`config.mk`:
```
export PLATFORM = sky130hd
export DESIGN_NAME = nibble_serial_adder
export DESIGN_NICKNAME = d
export VERILOG_FILES = /design/src/rtl/nibble_serial_adder_pkg.sv /design/src/rtl/nibble_serial_adder_cla4.sv /design/src/rtl/nibble_serial_adder.sv
export SDC_FILE = /design/constraint.sdc
export NUM_CORES = 1
export LEC_CHECK = 0
export ABC_CLOCK_PERIOD_IN_PS = 3400
export CORE_MARGIN = 2
export CORE_UTILIZATION = 54
export CTS_CLUSTER_DIAMETER = 200
export DETAILED_ROUTE_END_ITERATION = 10
export PLACE_DENSITY = 0.86
export SYNTH_ARGS = -nofsm -noshare
export SYNTH_HDL_FRONTEND = slang
export SYNTH_HIERARCHICAL = 1
export SYNTH_SLANG_ARGS = --single-unit
export TNS_END_PERCENT = 50
```
`constraint.sdc`:
```
create_clock -name clk_i -period 3.4 [get_ports clk_i]
set_input_delay 0.34 -clock clk_i [delete_from_list [all_inputs] [get_ports clk_i]]
set_output_delay 0.34 -clock clk_i [all_outputs]
set_load 0.01 [all_outputs]
```
`src/rtl/nibble_serial_adder_pkg.sv`:
```
// Shared ALU definitions: sequencer state encodings and the nibble width
// used by the nibble-serial add/subtract unit.
package nibble_serial_adder_pkg;

    localparam int NIBBLE_W = 4;

    typedef enum logic [1:0] {
        ST_IDLE = 2'd0,
        ST_RUN  = 2'd1,
        ST_DONE = 2'd2
    } state_e;

endpackage

```
`src/rtl/nibble_serial_adder_cla4.sv`:
```
// 4-bit carry-lookahead unit: all four nibble carries from per-bit
// generate/propagate and the incoming carry, with no ripple between bits.
module nibble_serial_adder_cla4
    import nibble_serial_adder_pkg::*;
(
    input  logic [NIBBLE_W-1:0] g_i,
    input  logic [NIBBLE_W-1:0] p_i,
    input  logic                c_i,
    output logic [NIBBLE_W-1:0] c_o
);

    // Flattened lookahead equations for each carry out of bit k
    always_comb begin
        c_o[0] = g_i[0] | (p_i[0] & c_i);
        c_o[1] = g_i[1] | (p_i[1] & g_i[0]) | (p_i[1] & p_i[0] & c_i);
        c_o[2] = g_i[2] | (p_i[2] & g_i[1]) | (p_i[2] & p_i[1] & g_i[0])
               | (p_i[2] & p_i[1] & p_i[0] & c_i);
        c_o[3] = g_i[3] | (p_i[3] & g_i[2]) | (p_i[3] & p_i[2] & g_i[1])
               | (p_i[3] & p_i[2] & p_i[1] & g_i[0])
               | (p_i[3] & p_i[2] & p_i[1] & p_i[0] & c_i);
    end

endmodule

```
`src/rtl/nibble_serial_adder.sv`:
```
// Multi-cycle WIDTH-bit add/subtract: one nibble per clock through a shared
// CLA4, with the nibble carry-out registered as the next carry-in.
module nibble_serial_adder
    import nibble_serial_adder_pkg::*;
#(
    parameter int WIDTH = 32
) (
    input  logic             clk_i,
    input  logic             rst_i,
    input  logic             in_valid_i,
    output logic             in_ready_o,
    input  logic [WIDTH-1:0] a_i,
    input  logic [WIDTH-1:0] b_i,
    input  logic             sub_i,
    output logic             out_valid_o,
    input  logic             out_ready_i,
    output logic [WIDTH-1:0] sum_o,
    output logic             cout_o,
    output logic             overflow_o,
    output logic             zero_o
);

    localparam int N_NIB = WIDTH / NIBBLE_W;
    localparam int CNT_W = (N_NIB > 1) ? $clog2(N_NIB) : 1;
    localparam logic [CNT_W-1:0] LAST_NIB = CNT_W'(N_NIB - 1);

    state_e             state_q, state_d;
    logic [WIDTH-1:0]   a_q, a_d, b_q, b_d, sum_q, sum_d;
    logic [CNT_W-1:0]   cnt_q, cnt_d;
    logic               carry_q, carry_d;
    logic               cout_q, cout_d, ovf_q, ovf_d, zero_q, zero_d;

    logic [NIBBLE_W-1:0] g_s, p_s, c_s, sum_nib_s;
    logic [WIDTH-1:0]    nib_ext_s, sum_shift_s;

    nibble_serial_adder_cla4 u_cla4 (
        .g_i (g_s),
        .p_i (p_s),
        .c_i (carry_q),
        .c_o (c_s)
    );

    // Per-nibble G/P, sum formation and the sum register shifted from the top
    always_comb begin
        g_s         = a_q[NIBBLE_W-1:0] & b_q[NIBBLE_W-1:0];
        p_s         = a_q[NIBBLE_W-1:0] ^ b_q[NIBBLE_W-1:0];
        sum_nib_s   = p_s ^ {c_s[2:0], carry_q};
        nib_ext_s   = '0;
        nib_ext_s[WIDTH-1 -: NIBBLE_W] = sum_nib_s;
        sum_shift_s = (sum_q >> NIBBLE_W) | nib_ext_s;
    end

    // Sequencer next-state and datapath register updates
    always_comb begin
        state_d = state_q;
        a_d     = a_q;
        b_d     = b_q;
        sum_d   = sum_q;
        cnt_d   = cnt_q;
        carry_d = carry_q;
        cout_d  = cout_q;
        ovf_d   = ovf_q;
        zero_d  = zero_q;
        case (state_q)
            ST_IDLE: begin
                if (in_valid_i) begin
                    state_d = ST_RUN;
                    a_d     = a_i;
                    b_d     = b_i ^ {WIDTH{sub_i}};
                    carry_d = sub_i;
                    cnt_d   = '0;
                end else begin
                    state_d = ST_IDLE;
                end
            end
            ST_RUN: begin
                a_d     = a_q >> NIBBLE_W;
                b_d     = b_q >> NIBBLE_W;
                carry_d = c_s[3];
                sum_d   = sum_shift_s;
                cnt_d   = cnt_q + CNT_W'(1);
                if (cnt_q == LAST_NIB) begin
                    state_d = ST_DONE;
                    cout_d  = c_s[3];
                    ovf_d   = c_s[3] ^ c_s[2];
                    zero_d  = (sum_shift_s == '0);
                end else begin
                    state_d = ST_RUN;
                end
            end
            ST_DONE: begin
                // Returning to IDLE never accepts in the same edge
                if (out_ready_i) begin
                    state_d = ST_IDLE;
                end else begin
                    state_d = ST_DONE;
                end
            end
            default: begin
                state_d = ST_IDLE;
            end
        endcase
    end

    // State and datapath registers with synchronous reset
    always_ff @(posedge clk_i) begin
        if (rst_i) begin
            state_q <= ST_IDLE;
            a_q     <= '0;
            b_q     <= '0;
            sum_q   <= '0;
            cnt_q   <= '0;
            carry_q <= 1'b0;
            cout_q  <= 1'b0;
            ovf_q   <= 1'b0;
            zero_q  <= 1'b0;
        end else begin
            state_q <= state_d;
            a_q     <= a_d;
            b_q     <= b_d;
            sum_q   <= sum_d;
            cnt_q   <= cnt_d;
            carry_q <= carry_d;
            cout_q  <= cout_d;
            ovf_q   <= ovf_d;
            zero_q  <= zero_d;
        end
    end

    assign in_ready_o  = (state_q == ST_IDLE);
    assign out_valid_o = (state_q == ST_DONE);
    assign sum_o       = sum_q;
    assign cout_o      = cout_q;
    assign overflow_o  = ovf_q;
    assign zero_o      = zero_q;

endmodule

```
Word-level counts from Yosys, hierarchy flattened
Cells that the tools add are included.
- register bits: 105
- output and inout port bits: 37
- input bits: 69
- equality and inequality tests: 4
- bitwise logic cells: 32
- multiplexer cells: 12
- reductions and logical operators: 5
- add/sub/neg operators: 1
- operators by type and width (cell ; count):
    one-hot mux 32 bit (2 select lines) ; 2
    2-to-1 mux 32 bit ; 2
    zero test 32 bit ; 1
    OR 28 x 32 -> 32 bit ; 1
    bitwise XOR 32 bit ; 1
    AND 1 bit ; 16
    OR 1 bit ; 10
    bitwise XOR 4 bit ; 2
    one-hot mux 2 bit (3 select lines) ; 1
    one-hot mux 3 bit (2 select lines) ; 1
    AND 4 bit ; 1
    2-to-1 mux 2 bit ; 2
    AND reduction 2 bit ; 2
    adder 3 x 1 -> 3 bit (second input constant) ; 1
    == test 3 bit (second input constant) ; 1
    2-to-1 mux 3 bit ; 1
    == test 2 x 1 -> 1 bit (second input constant) ; 1
    == test 2 bit (second input constant) ; 1
    zero test 2 bit ; 1
    2-to-1 mux 1 bit ; 2
    inequality test 2 bit (second input constant) ; 1
    one-hot mux 1 bit (2 select lines) ; 1
    nonzero test 2 bit ; 1
    bitwise XOR 1 bit ; 1

Depth between registers and ports, before layout
- word-level depth: 8
- mapped depth: 8
- gate-level depth less buffers: 8

By module
The synthesis kept the hierarchy.
- modules (own cells, without submodules) (module ; cells an instance ; seq. area each (sq um) ; area each (sq um) ; times used):
    nibble_serial_adder ; 555 ; 2102.0 ; 4478.0 ; 1
    nibble_serial_adder_cla4 ; 5 ; 0.0 ; 38.8 ; 1

Worst setup path before layout
OpenSTA, ideal clock, no wires.
- kind: register to register
- from: register a_q[0]
- to: register zero_q, in the netlist zero_o
- buffers on the path: 0
- period minus slack after synthesis: 1.973 ns
- setup slack: 1.427 ns
- data arrival time: 1.914 ns
- data required time: 3.341 ns
- stages on the path, launching flop included: 9
- cells stage by stage: dfxtp_1 ha_1 a21o_1 a21o_1 a21o_1 xnor2_1 nand4_1 or4_1 nand2_1
- elaborated cells on any way between the ends: 17
- classes of those cells: 16 x bitwise; 1 x reduce/logical
- RTL lines (item ; RTL line ; RTL):
    start, declared ; nibble_serial_adder.sv:28 ; logic [WIDTH-1:0] a_q, a_d, b_q, b_d, sum_q, sum_d;
    start signal, assigned ; nibble_serial_adder.sv:109 ; a_q <= '0;
    start signal, assigned ; nibble_serial_adder.sv:119 ; a_q <= a_d;
    bitwise XOR 4 bit ; nibble_serial_adder.sv:46 ; p_s = a_q[NIBBLE_W-1:0] ^ b_q[NIBBLE_W-1:0];
    via p_s[0] ; nibble_serial_adder.sv:33 ; logic [NIBBLE_W-1:0] g_s, p_s, c_s, sum_nib_s;
    AND 1 bit ; nibble_serial_adder_cla4.sv:14 ; c_o[0] = g_i[0] | (p_i[0] & c_i);
    OR 1 bit ; nibble_serial_adder_cla4.sv:14 ;
    via c_s[0] ; nibble_serial_adder.sv:33 ;
    bitwise XOR 4 bit ; nibble_serial_adder.sv:47 ; sum_nib_s = p_s ^ {c_s[2:0], carry_q};
    OR 28 x 32 -> 32 bit ; nibble_serial_adder.sv:50 ; sum_shift_s = (sum_q >> NIBBLE_W) | nib_ext_s;
    zero test 32 bit ; nibble_serial_adder.sv:86 ; zero_d = (sum_shift_s == '0);
    end signal, assigned ; nibble_serial_adder.sv:126 ; zero_q <= zero_d;
    end, declared ; nibble_serial_adder.sv:31 ; logic cout_q, cout_d, ovf_q, ovf_d, zero_q, zero_d;
The timed path passes the listed nets, and every way through them passes these cells.
A chain may end at the register's enable or synchronous reset.

Worst setup path after layout
Ends and elaborated chain as after synthesis.

==> out/metrics.csv <==
metric;value;unit
dp_hpwl;6830;um
dr_wl_met3;616;um
layout_setup_ws;1.233;ns
maxCapViolations;0;
grt_antenna_before_repair;0;
startpoint_type;flop;
gp_congestion;0.8511;
highest_layer;met4;
worst_path_most_repeated_cell;a21o_1;
drtIter0Drc;253;
die_h;95.46;um
clock_latency;0.36;ns
core;0.008175;mm^2
root_buffer;clkbuf_8;
timing.fmax;461.4;MHz
cts_sinks;105;
drcViolationCount;0;
cpLargestDelayFamily;compound AO/OA/AOI/OAI gates;
cts_buffers;9;
cts_setup_buffers;0;
slowest_delay;0.41;ns
yosysWarnings;6;
vdd_drop_max;0.2701;mV
crit_buf_inv;0;
syn_to_final_growth;27.31;%
viasPerCell;5.533;
ys_ff_latch;105;
die_w;95.46;um
cts_tree;built;
dieArea;0.009112;mm^2
critical_path_class;flop to flop;
track_usage;23.17;%
rows;33;
htreeDepth;3;
fillers;665;
leakagePower;2.119;nW
worstHoldPathType;flop to flop;
cp.required;3.71;ns
finalInstanceArea;0.005751;mm^2
clk_path_buf_depth;2;
synth.distinct_cells;25;
finalHoldViolations;0;
routed_wl;10200;um
relSlewSlack;17.81;%
total_power;2.607;mW
grt.overflow.total;0;
grt_max_degree;107;
cpMaxStageDelayCell;or4_1;
syn_area;0.004517;mm^2
first_global_vias;3696;
grt_first_pass_wirelength;16950;um
numPortBuffers;105;
clock_skew;0.01085;ns
cts_resized;0;
yosysSeqAreaShare;46.54;%
p_per_area;453.3;mW/mm^2
cts_hold_buffers;0;
cp-end-kind;flop;
io_pins;106;
post-route-util;70.34;%
path_max_fanout;3;
wl_met1;4373;um
met2_length;5088;um
layout-drive-gt1-share;4.245;%
fin_setup_tns;0;ns
synth.net_count;635;
antenna_cells;0;
clkSlewWorstSetupHoldPaths;0.09;ns
finalSetupViolCount;0;
status;completed;
syn_area_per_cell;8.066;um^2
fin_crit;2.167;ns
finalCritPeriodShare;63.74;%
final_nets;706;
dr_total_vias;4100;
drt_pre_antenna_iters;5;
tightest_slew;1.230;ns
drv_slew;0;
worstPathArrival;2.48;ns
path_cells;ha_1 -> a21o_1 -> a21o_1 -> a21o_1 -> xnor2_1 -> nand4_1 -> or4_1 -> nand2_1;
syn_inst;560;
antenna_left;0;
placed_cell_area;0.005533;mm^2
rsz0062_at_grt;no;
dp_slack;1.160;ns
initial_utilization;55.25;%
wl_per_cell;13.77;um
==> final timing paths <==
kind	slack, ns	from	to	cells past startpoint
worst max register to register	1.23	a_q[0]$_SDFFE_PP0P_	zero_o$_SDFFE_PP0P_	8
worst max-delay path	1.23	a_q[0]$_SDFFE_PP0P_	zero_o$_SDFFE_PP0P_	8
worst min-delay path	0.46	b_q[27]$_SDFFE_PP0P_	b_q[27]$_SDFFE_PP0P_	2
worst min register to register	0.46	b_q[27]$_SDFFE_PP0P_	b_q[27]$_SDFFE_PP0P_	2
==> report_power, final <==
part	switching (mW)	internal (mW)
clock network	0.416	0.415
registers	0.0508	1.31
logic	0.225	0.193
==> cells in the mapped netlist <==
cell / count / area, um^2
nor4_1: 6 / 37.54
buf_4: 1 / 7.510
xor2_1: 33 / 289.0
a22oi_1: 28 / 210.2
a31o_1: 1 / 8.760
nand2_2: 1 / 6.260
or4_1: 1 / 7.510
nor3_1: 2 / 10.01
a21o_1: 4 / 30.03
nand4_1: 3 / 18.77
dfxtp_1: 105 / 2102
nor3b_2: 1 / 12.51
nor2_1: 42 / 157.7
a311oi_1: 29 / 254.0
ha_1: 6 / 75.07
buf_2: 20 / 100.1
a211oi_1: 4 / 30.03
nand2b_1: 2 / 12.51
nand3_1: 11 / 55.05
xnor2_1: 4 / 35.03
nor2b_1: 2 / 12.51
nand2_1: 155 / 581.8
clkbuf_1: 28 / 105.1
a21oi_1: 70 / 350.3
nand3b_1: 1 / 7.510
==> per-layer routing <==
| layer | vias up | track usage, % |
|---|---|---|
| met5 | - | 0 |
| met4 | 0 | 5.476 |
| met3 | 12 | 5.296 |
| met2 | 125 | 38.97 |
| met1 | 1904 | 30.36 |
| li1 | 2059 | - |
==> cells in the final DEF, fill, tap and decap left out, drive strengths merged, types with 2 or more instances in the layout <==
| master | Yosys | routed |
|---|---|---|
| clkdlybuf4s50 | 0 | 103 |
| nor3 | 2 | 2 |
| a21oi | 70 | 70 |
| clkinvlp | 0 | 2 |
| ha | 6 | 6 |
| a211oi | 4 | 4 |
| nand2 | 156 | 156 |
| clkbuf | 28 | 9 |
| nand3 | 11 | 11 |
| nor2 | 42 | 42 |
| dfxtp | 105 | 105 |
| clkinv | 0 | 2 |
| a22oi | 28 | 28 |
| a311oi | 29 | 29 |
| nand2b | 2 | 2 |
| buf | 21 | 6 |
| nand4 | 3 | 3 |
| nor2b | 2 | 2 |
| bufinv | 0 | 2 |
| xor2 | 33 | 33 |
| xnor2 | 4 | 4 |
| a21o | 4 | 4 |
| nor4 | 6 | 6 |
==> area by class of cell <==
cell class              count  area (um^2)  share of cell area [%]
repair buffers            109         1074                   18.67
clock buffers               9        123.9                   2.154
multi-input cells         406         2226                   38.71
clock inverters             7        93.84                   1.632
flip-flops and latches    105         2102                   36.55
well taps                 105        131.4                   2.285
==> cells by family after synthesis <==
group | after synthesis | share of synthesized area (%)
flip-flops | 105 | 46.54
adder cells (fa/ha/maj) | 6 | 1.662
buffers and inverters | 49 | 4.709
AND/OR/NAND/NOR | 227 | 20.36
XOR/XNOR | 37 | 7.174
AO/OA/AOI/OAI | 136 | 19.56
==> state kept, by name (all words and copies together) (netlist names) <==
| signal | cells |
|---|---|
| zero_o | 1 |
| overflow_o | 1 |
| carry_q | 1 |
| cnt_q | 3 |
| a_q | 32 |
| b_q | 32 |
| cout_o | 1 |
| sum_o | 32 |
| state_q | 2 |
==> worst register-to-register path, cell delays in order (launching register included) <==
cell     delay [ns]
dfxtp_1        0.33
ha_1           0.32
a21o_1         0.19
a21o_1         0.22
a21o_1         0.22
xnor2_1        0.21
nand4_1        0.13
or4_1          0.41
nand2_1        0.07
==> stage by stage <==
step	hold WS [ns]	std cells
2_1_floorplan	0.4368	560
3_5_place_dp	0.4485	725
5_1_grt	0.4904	741
6_report	0.4603	741
3_3_place_gp	0.4423	725
4_1_cts	0.4624	741
Note: power is estimated with default switching activity, not from simulation.
